===== src/rtl/branch_resolver.sv =====
// rtl/branch_resolver.sv - branch resolution FSM driving an external registered comparator
module branch_resolver #(
  parameter int CNT_W = 16
) (
  input  logic             soc_clk,
  input  logic             reset,
  input  logic             br_valid,
  output logic             br_ready,
  input  logic [4:0]       br_op,
  input  logic [31:0]      br_pc,
  input  logic [31:0]      br_imm,
  input  logic [31:0]      br_rs1,
  input  logic [31:0]      br_rs2,
  output logic             cmp_dat_ready,
  output logic [31:0]      cmp_dat1,
  output logic [31:0]      cmp_dat2,
  output logic [4:0]       cmp_op,
  input  logic             cmp_con_met,
  output logic             res_valid,
  input  logic             res_ready,
  output logic [31:0]      res_next_pc,
  output logic             res_taken,
  output logic             res_illegal,
  output logic             res_misaligned,
  output logic [CNT_W-1:0] br_count,
  output logic [CNT_W-1:0] taken_count
);

  typedef enum logic [1:0] {IDLE, ISSUE, CAPTURE, RESULT} state_t;

  state_t           state, state_n;
  logic [4:0]       op_q;
  logic [31:0]      pc_q, imm_q, rs1_q, rs2_q;
  logic [31:0]      next_pc_q;
  logic             taken_q, illegal_q, misaligned_q;
  logic [CNT_W-1:0] br_count_q, taken_count_q;
  logic             op_legal;
  logic [31:0]      target;

  assign op_legal = (br_op <= 5'd5);
  assign target   = pc_q + imm_q;

  always_comb begin
    state_n = state;
    case (state)
      IDLE:    if (br_valid) state_n = op_legal ? ISSUE : RESULT;
      ISSUE:   state_n = CAPTURE;
      CAPTURE: state_n = RESULT;
      RESULT:  if (res_ready) state_n = IDLE;
      default: state_n = IDLE;
    endcase
  end

  always_ff @(posedge soc_clk) begin
    if (!reset) begin
      state         <= IDLE;
      op_q          <= '0;
      pc_q          <= '0;
      imm_q         <= '0;
      rs1_q         <= '0;
      rs2_q         <= '0;
      next_pc_q     <= '0;
      taken_q       <= 1'b0;
      illegal_q     <= 1'b0;
      misaligned_q  <= 1'b0;
      br_count_q    <= '0;
      taken_count_q <= '0;
    end else begin
      state <= state_n;
      case (state)
        IDLE: if (br_valid) begin
          op_q         <= br_op;
          pc_q         <= br_pc;
          imm_q        <= br_imm;
          rs1_q        <= br_rs1;
          rs2_q        <= br_rs2;
          // Illegal ops skip the comparator, so their result is final at accept
          illegal_q    <= !op_legal;
          taken_q      <= 1'b0;
          misaligned_q <= 1'b0;
          next_pc_q    <= br_pc + 32'd4;
        end
        CAPTURE: begin
          taken_q      <= cmp_con_met;
          next_pc_q    <= cmp_con_met ? target : pc_q + 32'd4;
          misaligned_q <= cmp_con_met && (target[1:0] != 2'b00);
        end
        RESULT: if (res_ready && !illegal_q) begin
          if (br_count_q != '1) br_count_q <= br_count_q + 1'b1;
          if (taken_q && taken_count_q != '1) taken_count_q <= taken_count_q + 1'b1;
        end
        default: ;
      endcase
    end
  end

  assign br_ready       = (state == IDLE) && reset;
  assign cmp_dat_ready  = (state == ISSUE);
  assign cmp_dat1       = rs1_q;
  assign cmp_dat2       = rs2_q;
  assign cmp_op         = op_q;
  assign res_valid      = (state == RESULT);
  assign res_next_pc    = next_pc_q;
  assign res_taken      = taken_q;
  assign res_illegal    = illegal_q;
  assign res_misaligned = misaligned_q;
  assign br_count       = br_count_q;
  assign taken_count    = taken_count_q;

endmodule


===== config.mk =====
export PLATFORM = sky130hd
export DESIGN_NAME = branch_resolver
export DESIGN_NICKNAME = d
export VERILOG_FILES = /design/src/rtl/branch_resolver.sv
export SDC_FILE = /design/constraint.sdc
export NUM_CORES = 1
export LEC_CHECK = 0
export CORE_MARGIN = 8
export CORE_UTILIZATION = 50
export CTS_CLUSTER_DIAMETER = 50
export DETAILED_ROUTE_END_ITERATION = 6
export PLACE_DENSITY = 0.81
export SLEW_MARGIN = 20
export SYNTH_ARGS = -nofsm -noshare
export SYNTH_HDL_FRONTEND = slang
export SYNTH_SLANG_ARGS = --single-unit

===== constraint.sdc =====
create_clock -name soc_clk -period 2.8 [get_ports soc_clk]
set_clock_uncertainty 0.05 [all_clocks]
set_input_delay 0.84 -clock soc_clk [delete_from_list [all_inputs] [get_ports soc_clk]]
set_output_delay 0.84 -clock soc_clk [all_outputs]
set_load 0.005 [all_outputs]

==> qor.yml <==
die_area_um2: 27200
cts_root_buffer: "clkbuf_16"
cp-end-kind: "output pin"
syn_nets: 1570
placedCellCount: 1942
num-fill-cells: 1745
wl_um: 37300
ys_ff_latch: 202
hold_viol_final: 0
post-route-min-period_ns: 2.74
tritoncts: "done"
wl_per_cell_um: 18.7
initial_core_util: 0.509
p_leak_nw: 6.01
synth_area_um2: 11100
grt_antenna_before_repair: 1
via_per_inst: 5.56
clock_sinks: 202
die_h_um: 165
slew_headroom: 0.513
yosysWarnings: 0
dp.final_hpwl_um: 27500
max_freq_mhz: 365
fin_crit_sh: 0.978
drc: 0
crit_type: "reg -> out"
fin_util: 0.711
setup_viol: 0
clk_latency_ns: 0.54
cts_buffers: 28
hold_path.class: "reg -> reg"
cts.path.max_buffers: 3
grt_pass1_wl_um: 58600
cp.arrival_ns: 1.85
synth_ff_type: "dfxtp_1"
overflow: 0
cp_data_required_time_ns: 1.91
ys_seq_area_frac: 0.364
htree_levels: 1
grt_pass1_vias: 11100
synthCells: 1392
fin_nets: 1870
final_cells: 1991
io_pins: 277
core_um2: 21800
worstSetupStartpointType: "register"
ys_types: 71
io_buffers: 276
outcome: "finished, final reports clean"
whs_ns: 0.411
grt_max_degree: 197
areaGrowthSynthToFinish_pct: 39.8
clkTransAtPathRegs_ns: 0.06
drive_gt1_frac: 0.0947
place.gp.congestion: 0.964
postSynthAreaPerCell_um2: 7.98
ant_nets: 0
async_reset_ff_frac: 0
rsz0062_at_grt: "false"
die_w_um: 165
synth_edf_count: 0
rows: 54
p_per_area_nw_per_um2: 756
diodes: 0
crit_fanout: 4
hold_path_depth: 2
reg2regPathDepth: 12
grt_util_all_layers: 0.268
vdd_drop_max_mv: 0.720
max_slew.worst_pin.slew_ns: 0.730
postCtsSetupBuffers: 0
max-cap-violations: 0
dr.pass1.iters: 5
drt_iter0_markers: 998
slew_viol_final: 0
vias: 11100
state kept, by name, summed over array words and instances, names as in the netlist:
| signal | count |
|---|---|
| cmp_op | 5 |
| pc_q | 32 |
| res_misaligned | 1 |
| res_taken | 1 |
| res_next_pc | 32 |
| imm_q | 32 |
| br_count | 16 |
| state | 2 |
| taken_count | 16 |
| res_illegal | 1 |
| cmp_dat2 | 32 |
| cmp_dat1 | 32 |
critical path: stages, from the launching register on:
cell,delay [ns]
dfxtp_1,0.40
inv_1,0.09
ha_1,0.20
and2_1,0.14
clkdlybuf4s50_1,0.48
where the power goes:
part           total (W)  leakage, nW  switching [W]  internal (W)
registers        0.00390         1.65       0.000445       0.00345
clock network    0.00359        0.457        0.00138       0.00222
logic            0.00425         3.90        0.00231       0.00194
total             0.0117         6.01        0.00413       0.00761
layer usage:
layer | routed length [µm] | up-vias | global-route usage
met5 | 15 | - | 0
met4 | 1260 | 2 | 0.0946
met1 | 15100 | 5161 | 0.325
met3 | 3440 | 81 | 0.0723
met2 | 17500 | 422 | 0.450
li1 | - | 5396 | -
per-stage QoR:
| stage | worst slack [ns] | total power, W | instance area, µm² | setup TNS, ns |
|---|---|---|---|---|
| after floorplan | 0.231 | 0.00601 | 11100 | 0 |
| after global placement | -0.221 | 0.00803 | 14500 | -0.812 |
| after detailed placement | -0.242 | 0.00812 | 14500 | -1.39 |
| after CTS | 0.0167 | 0.0118 | 15500 | 0 |
| after global routing | 0.0149 | 0.0124 | 15500 | 0 |
| final | 0.0612 | 0.0117 | 15500 | 0 |
cell type report:
type	instances	area (µm²)	area share
inverters	15	56.3	0.00363
clock buffers	32	757	0.0488
multi-input cells	1092	6730	0.433
repair buffers	353	3400	0.219
flip-flops and latches	202	4040	0.260
well taps	280	350	0.0226
clock inverters	17	189	0.0122
layout by cell type (no fill, tap or decap), types with 5 or more instances in the layout:
master,netlist,final
clkdlybuf4s50_1,0,275
and3_1,18,18
xor2_1,41,41
nor2_1,57,57
a21boi_0,138,138
clkinv_2,0,5
a211oi_1,10,10
buf_4,0,73
buf_12,0,5
nand2_1,344,343
a21o_1,13,13
o211a_1,5,5
nand3_1,37,37
a31oi_1,15,15
ha_1,39,38
and2_1,36,35
nand2b_1,9,8
nand4_1,21,21
clkbuf_16,0,29
nor2b_1,13,13
o21ai_0,40,40
o211ai_1,7,7
o21a_1,6,6
or3_1,10,10
a221oi_1,5,5
o221ai_1,6,6
o21ai_1,8,7
and4_1,12,12
inv_1,15,15
nor3_1,14,14
mux2i_1,9,9
a21oi_1,53,52
dfxtp_1,202,202
xnor2_1,59,59
cells by family (layout without fill, tap and decap cells):
logic type	count (synthesis)	in the layout	share of synthesized area
adders and majority gates	40	40	0.0457
AOI/OAI and AO/OA	349	349	0.224
xor gates and xnor gates	100	100	0.0789
and+or+nand+nor	594	594	0.245
buffers and inverters	98	417	0.0339
muxes	9	9	0.00811
DFF	202	202	0.364
cells in the mapped netlist, drive strengths merged (13+ instances only):
cell type	n	area (µm²)
a21o	13	97.6
and4	14	128
dfxtp	202	4040
and2	38	238
o21ai	50	258
buf	15	65.1
clkbuf	68	255
nand4	21	131
inv	15	56.3
nor2	58	220
ha	39	488
nand3	38	195
xor2	41	359
a21boi	143	1080
xnor2	59	517
nor2b	13	81.3
nor3	16	90.1
a31oi	16	106
a21oi	58	309
nand2	347	1320
and3	19	120
final timing paths:
| path | from | to | slack, ns |
|---|---|---|---|
| worst max-delay path | state[1]$_SDFFE_PN0P_ | br_ready | 0.06 |
| worst max register to register | pc_q[0]$_SDFFE_PN0P_ | res_next_pc[24]$_SDFFE_PN0P_ | 0.14 |
| worst min-delay path | cmp_dat2[22]$_SDFFE_PN0P_ | cmp_dat2[22]$_SDFFE_PN0P_ | 0.41 |
| worst min register to register | cmp_dat2[22]$_SDFFE_PN0P_ | cmp_dat2[22]$_SDFFE_PN0P_ | 0.41 |
timing repair:
action,in CTS,in global routing
gates resized for setup,2,4
hold buffers,0,0
endpoints found under the setup margin,1,6
pin swaps,3,2
cloned,0,0
(Power assumes the default switching activity.)
